**src/rtl/pc_seq_ctrl.sv**
```systemverilog
// Program-counter sequencer: stall, branch redirect, cause-indexed exception vectors, EPC/ERET, double-fault halt.
// Latency: every pc/epc/state change is visible one cycle after the requesting edge; all outputs registered.
// Backpressure: stall holds pc and drops br_valid (upstream re-presents it); exceptions and eret override stall.
//
// Ports:
//   clk, rst (async active-low)        clock and reset
//   stall, br_valid, br_target         hold / redirect requests from next-PC logic
//   exc_req, exc_cause, eret           exception request with cause, return-from-exception
//   pc, epc                            fetch address, saved exception PC
//   in_handler, halted, exc_cnt        handler/halt status and saturating exception count
module pc_seq_ctrl #(
    parameter int                   ADDR_W         = 32,
    parameter logic [ADDR_W-1:0]    RESET_VEC      = 32'h0000_0000,
    parameter logic [ADDR_W-1:0]    EXC_BASE       = 32'h0000_0800,
    parameter int                   CAUSE_W        = 3,
    parameter int                   VEC_SHIFT      = 4,
    parameter logic [CAUSE_W-1:0]   MISALIGN_CAUSE = 3'b111
) (
    input  logic                clk,
    input  logic                rst,
    input  logic                stall,
    input  logic                br_valid,
    input  logic [ADDR_W-1:0]   br_target,
    input  logic                exc_req,
    input  logic [CAUSE_W-1:0]  exc_cause,
    input  logic                eret,
    output logic [ADDR_W-1:0]   pc,
    output logic [ADDR_W-1:0]   epc,
    output logic                in_handler,
    output logic                halted,
    output logic [7:0]          exc_cnt
);

    typedef enum logic [1:0] {
        ST_RUN     = 2'd0,
        ST_HANDLER = 2'd1,
        ST_HALT    = 2'd2
    } state_t;

    state_t              state_q, state_d;
    logic [ADDR_W-1:0]   pc_q, pc_d;
    logic [ADDR_W-1:0]   epc_q, epc_d;
    logic [7:0]          exc_cnt_q, exc_cnt_d;

    logic                misalign;
    logic                exc_eff;
    logic [CAUSE_W-1:0]  cause;
    logic [ADDR_W-1:0]   vec_addr;
    logic [ADDR_W-1:0]   pc_seq;
    logic [7:0]          exc_cnt_inc;

    always_comb begin
        // A misaligned redirect becomes a trap; an explicit request's cause takes precedence.
        misalign    = br_valid && (br_target[1:0] != 2'b00);
        exc_eff     = exc_req || misalign;
        cause       = exc_req ? exc_cause : MISALIGN_CAUSE;
        vec_addr    = EXC_BASE + ({{(ADDR_W-CAUSE_W){1'b0}}, cause} << VEC_SHIFT);
        exc_cnt_inc = (exc_cnt_q == 8'hFF) ? exc_cnt_q : exc_cnt_q + 8'd1;

        // Normal flow shared by RUN and HANDLER once exceptions/eret are resolved.
        if (stall) begin
            pc_seq = pc_q;
        end else if (br_valid) begin
            pc_seq = br_target;
        end else begin
            pc_seq = pc_q + ADDR_W'(4);
        end

        state_d   = state_q;
        pc_d      = pc_q;
        epc_d     = epc_q;
        exc_cnt_d = exc_cnt_q;

        case (state_q)
            ST_RUN: begin
                if (exc_eff) begin
                    epc_d     = pc_q;
                    pc_d      = vec_addr;
                    exc_cnt_d = exc_cnt_inc;
                    state_d   = ST_HANDLER;
                end else begin
                    pc_d = pc_seq;
                end
            end
            ST_HANDLER: begin
                if (exc_eff) begin
                    // Fault inside the handler: freeze pc/epc for post-mortem.
                    exc_cnt_d = exc_cnt_inc;
                    state_d   = ST_HALT;
                end else if (eret) begin
                    pc_d    = epc_q;
                    state_d = ST_RUN;
                end else begin
                    pc_d = pc_seq;
                end
            end
            default: begin
                // ST_HALT: only reset leaves this state.
            end
        endcase
    end

    always_ff @(posedge clk or negedge rst) begin
        if (!rst) begin
            state_q   <= ST_RUN;
            pc_q      <= RESET_VEC;
            epc_q     <= '0;
            exc_cnt_q <= 8'd0;
        end else begin
            state_q   <= state_d;
            pc_q      <= pc_d;
            epc_q     <= epc_d;
            exc_cnt_q <= exc_cnt_d;
        end
    end

    assign pc         = pc_q;
    assign epc        = epc_q;
    assign in_handler = (state_q == ST_HANDLER);
    assign halted     = (state_q == ST_HALT);
    assign exc_cnt    = exc_cnt_q;

endmodule

```
**config.mk**
```make
export PLATFORM = sky130hd
export DESIGN_NAME = pc_seq_ctrl
export DESIGN_NICKNAME = d
export VERILOG_FILES = /design/src/rtl/pc_seq_ctrl.sv
export SDC_FILE = /design/constraint.sdc
export NUM_CORES = 1
export LEC_CHECK = 0
export ABC_AREA = 1
export CAP_MARGIN = 10
export CORE_MARGIN = 5
export CORE_UTILIZATION = 51
export CTS_CLUSTER_DIAMETER = 30
export CTS_CLUSTER_SIZE = 10
export DETAILED_ROUTE_END_ITERATION = 7
export PLACE_DENSITY = 0.81
export SYNTH_ARGS = -nofsm -noshare
export SYNTH_HDL_FRONTEND = slang
export SYNTH_SLANG_ARGS = --single-unit
```
**constraint.sdc**
```tcl
create_clock -name clk -period 2.2 [get_ports clk]
set_clock_uncertainty 0.2 [all_clocks]
set_input_delay 0.55 -clock clk [delete_from_list [all_inputs] [get_ports clk]]
set_output_delay 0.55 -clock clk [all_outputs]
set_load 0.03 [all_outputs]
```
==> flow_metrics.py <==
metrics = {
    "layout": {
        "diodes": 0,
        "finalNetCount": 980,
        "drive_above_1_share_pct": 11.25,
        "area_delta_synth_final_pct": 36.15,
    },
    "sta": {
        "min_period_over_period_pct": 98.73,
        "finalSetupViolations": 0,
        "tightestPinTransition_ns": 0.4146,
        "finalHoldViolations": 0,
        "period_needed_ns": 2.172,
        "layout_setup_ws_ns": 0.02787,
        "fmax_mhz": 460.4,
        "slew-limit-headroom_pct": 72.26,
        "drv_slew": 0,
        "rsz0062_at_grt": "no",
    },
    "critical_path": {
        "r2r-end": "pc[18]$_DFFE_PN0P_",
        "worst_r2r_path_depth": 13,
        "timing.rr.start": "pc[2]$_DFFE_PN0P_",
        "cpMaxStageDelayCell": "clkdlybuf4s50_1",
        "regToRegSetupSlack_ns": 0.23,
        "path_cells": "clkdlybuf4s50_1",
        "start_kind": "register",
        "end_kind": "output port",
        "slowest_delay_ns": 0.69,
        "cp_max_fo": 3,
        "path_buf_inv": 1,
        "crit_family": "buffers and inverters",
        "required_ns": 1.45,
        "worst_ep_arrival_time_ns": 1.42,
        "crit_start": "epc[23]$_DFFE_PN0P_",
        "critPathKind": "reg2out",
    },
    "synthesis": {
        "yosysWarnings": 0,
        "yosysTopAreaCell": "dfrtp_1",
        "synth-seq-cells": 74,
        "synthTopCellsByCount": "nand2_1, inv_1, nor2_1",
        "synth_area_leaders": "dfrtp_1, nand2_1, inv_1",
        "syn_area_um2": 5126,
        "yosysUniqueCellTypes": 47,
        "synth_top_area_share_pct": 36.12,
        "async_flop_share_pct": 100.0,
        "synth_edf_count": 0,
        "syn_inst": 786,
        "ys_seq_area_share_pct": 36.12,
        "synth.most_common_cell": "nand2_1",
        "synth_ff_type": "dfrtp_1",
        "syn-num-nets": 829,
        "syn_area_per_cell_um2": 6.522,
    },
    "floorplanning": {
        "dieHeight_um": 110.3,
        "fp.dieW_um": 110.3,
        "fp-row-count": 36,
        "initial_utilization_pct": 52.44,
        "core_area_um2": 9774,
        "die_area_um2": 12160,
        "io_pins": 115,
    },
    "pwr": {
        "p_clk_share_pct": 21.1,
        "switching_share_pct": 43.65,
        "irDropWorstVdd_mv": 0.5954,
        "comb_power_share_pct": 42.8,
        "p_leak_nw": 3.764,
        "power_frac_seq_pct": 36.1,
        "p_int_mw": 3.312,
        "p_sw_mw": 2.566,
        "p_total_mw": 5.878,
        "power_density_nw_per_um2": 842.2,
    },
    "clock_tree": {
        "cts_tree": "built",
        "htree_levels": 3,
        "cts-root-buf": "clkbuf_8",
        "clk_latency_ns": 0.36,
        "cts.sink_count": 74,
        "clkTransAtPathRegs_ns": 0.08,
        "cts_buffers": 9,
        "cts_buffer_depth": 2,
    },
    "global_routing": {
        "track_usage_pct": 30.78,
        "antenna_found_initial": 0,
        "grt.overflow.total": 0,
        "grt_pass1_wl_um": 28990,
        "grt_pass1_vias": 5840,
        "grt_max_degree": 43,
    },
    "detailed_routing": {
        "drt-total-wl_um": 17830,
        "viasPerCell": 5.522,
        "avgRoutedWirePerCell_um": 16.59,
        "ant_nets": 0,
        "firstDrtPassIters": 6,
        "drtIter0Drc": 601,
        "dr_total_vias": 5936,
        "drc": 0,
    },
    "placed_design": {
        "port_buffers": 114,
        "hpwl_um": 13500,
        "place_ws_ns": -0.2354,
        "place.gp.congestion": 0.9344,
    },
    "run_status": {
        "status": "finished clean",
    },
    "hold_path": {
        "hp-start": "epc[29]$_DFFE_PN0P_",
        "hp-class": "reg2reg",
        "holdPathStages": 2,
        "min_to": "epc[29]$_DFFE_PN0P_",
    },
    "flow_run": {
        "drv_cap": 0,
    },
}
==> repair_timing <==
item                       4_1_cts  5_1_grt
buffers inserted                 1        0
hold endpoints to repair        22        0
hold buffers                     1        0
cloned                           0        0
gates resized for setup         52       20
setup endpoints to repair       50       21
==> state kept, by name (all words and copies together) (netlist names) <==
signal   count
state_q      2
epc         32
pc          32
exc_cnt      8
==> per-stage QoR <==
stage	utilization, %	setup TNS, ns	instance area [µm²]	hold WS [ns]	std cells
after detailed placement	68.92	-7.551	6736	0.2834	1057
final	71.40	0	6979	0.3133	1075
after floorplan	-	0	5126	0.05441	786
after global routing	71.40	0	6979	0.3486	1075
after global placement	68.92	-5.140	6736	0.2792	1057
after CTS	70.90	0	6930	0.3197	1075
==> cell families (layout without fill, tap and decap cells) <==
logic type | count (synthesis) | after routing | share of synthesized area [%]
AND/OR/NAND/NOR | 465 | 465 | 37.69
adder cells (fa/ha/maj) | 2 | 2 | 0.4881
AO/OA/AOI/OAI | 113 | 113 | 13.57
XOR/XNOR | 7 | 7 | 1.196
flip-flops | 74 | 74 | 36.12
buffers and inverters | 123 | 279 | 10.50
multiplexers | 2 | 2 | 0.4393
==> power by group through the flow <==
stage	combinational [mW]	sequential, mW	clock (mW)
2_1_floorplan	0.823	2.71	0
3_3_place_gp	2.61	2.12	0
3_5_place_dp	2.67	2.14	0
4_1_cts	2.53	2.11	1.26
5_1_grt	2.74	2.17	1.32
6_report	2.52	2.12	1.24
==> worst max path at each step <==
stage / to / slack (ns) / depth (start not counted)
floorplan: pc[18]$_DFFE_PN0P_ / 0.18 / 12
global route: in_handler / 0.001 / 4
detailed placement: pc[1]$_DFFE_PN0P_ / -0.24 / 10
global placement: exc_cnt[7]$_DFFE_PN0P_ / -0.17 / 10
CTS: epc[31] / 0.001 / 1
finish: epc[23] / 0.03 / 1
==> layout by cell type (no fill, tap or decap), drive strengths merged, types with 2 or more instances in the layout <==
| cell | count |
|---|---|
| clkdlybuf4s50 | 46 |
| ha | 2 |
| nand2 | 310 |
| bufinv | 2 |
| xor2 | 6 |
| nor3 | 4 |
| inv | 92 |
| nor2 | 85 |
| a21oi | 13 |
| o32ai | 2 |
| clkbuf | 12 |
| dlymetal6s2s | 16 |
| dlygate4sd2 | 49 |
| a31oi | 7 |
| nand4 | 5 |
| clkinv | 2 |
| o21ai | 63 |
| mux2 | 2 |
| buf | 59 |
| o211ai | 3 |
| o311ai | 6 |
| o22ai | 14 |
| nand3 | 59 |
| dfrtp | 74 |
==> metal layers <==
layer  global-route usage, %  vias up  share of wire, %
met2                   49.31      329                46
met1                   41.35     2756                41
li1                        -     2796                 -
met4                   11.70        0               3.2
met3                   5.882       55               9.4
met5                       0        -                 0
==> cell type report <==
class	instances	area [µm²]
inverter	92	367.9
fill	877	2795
timing repair buffer	171	1618
multi-input combinational	589	2744
tap	133	166.4
clock inverter	4	73.82
clock buffer	12	155.1
sequential	74	1854
Power figures use the tool's default switching activity.
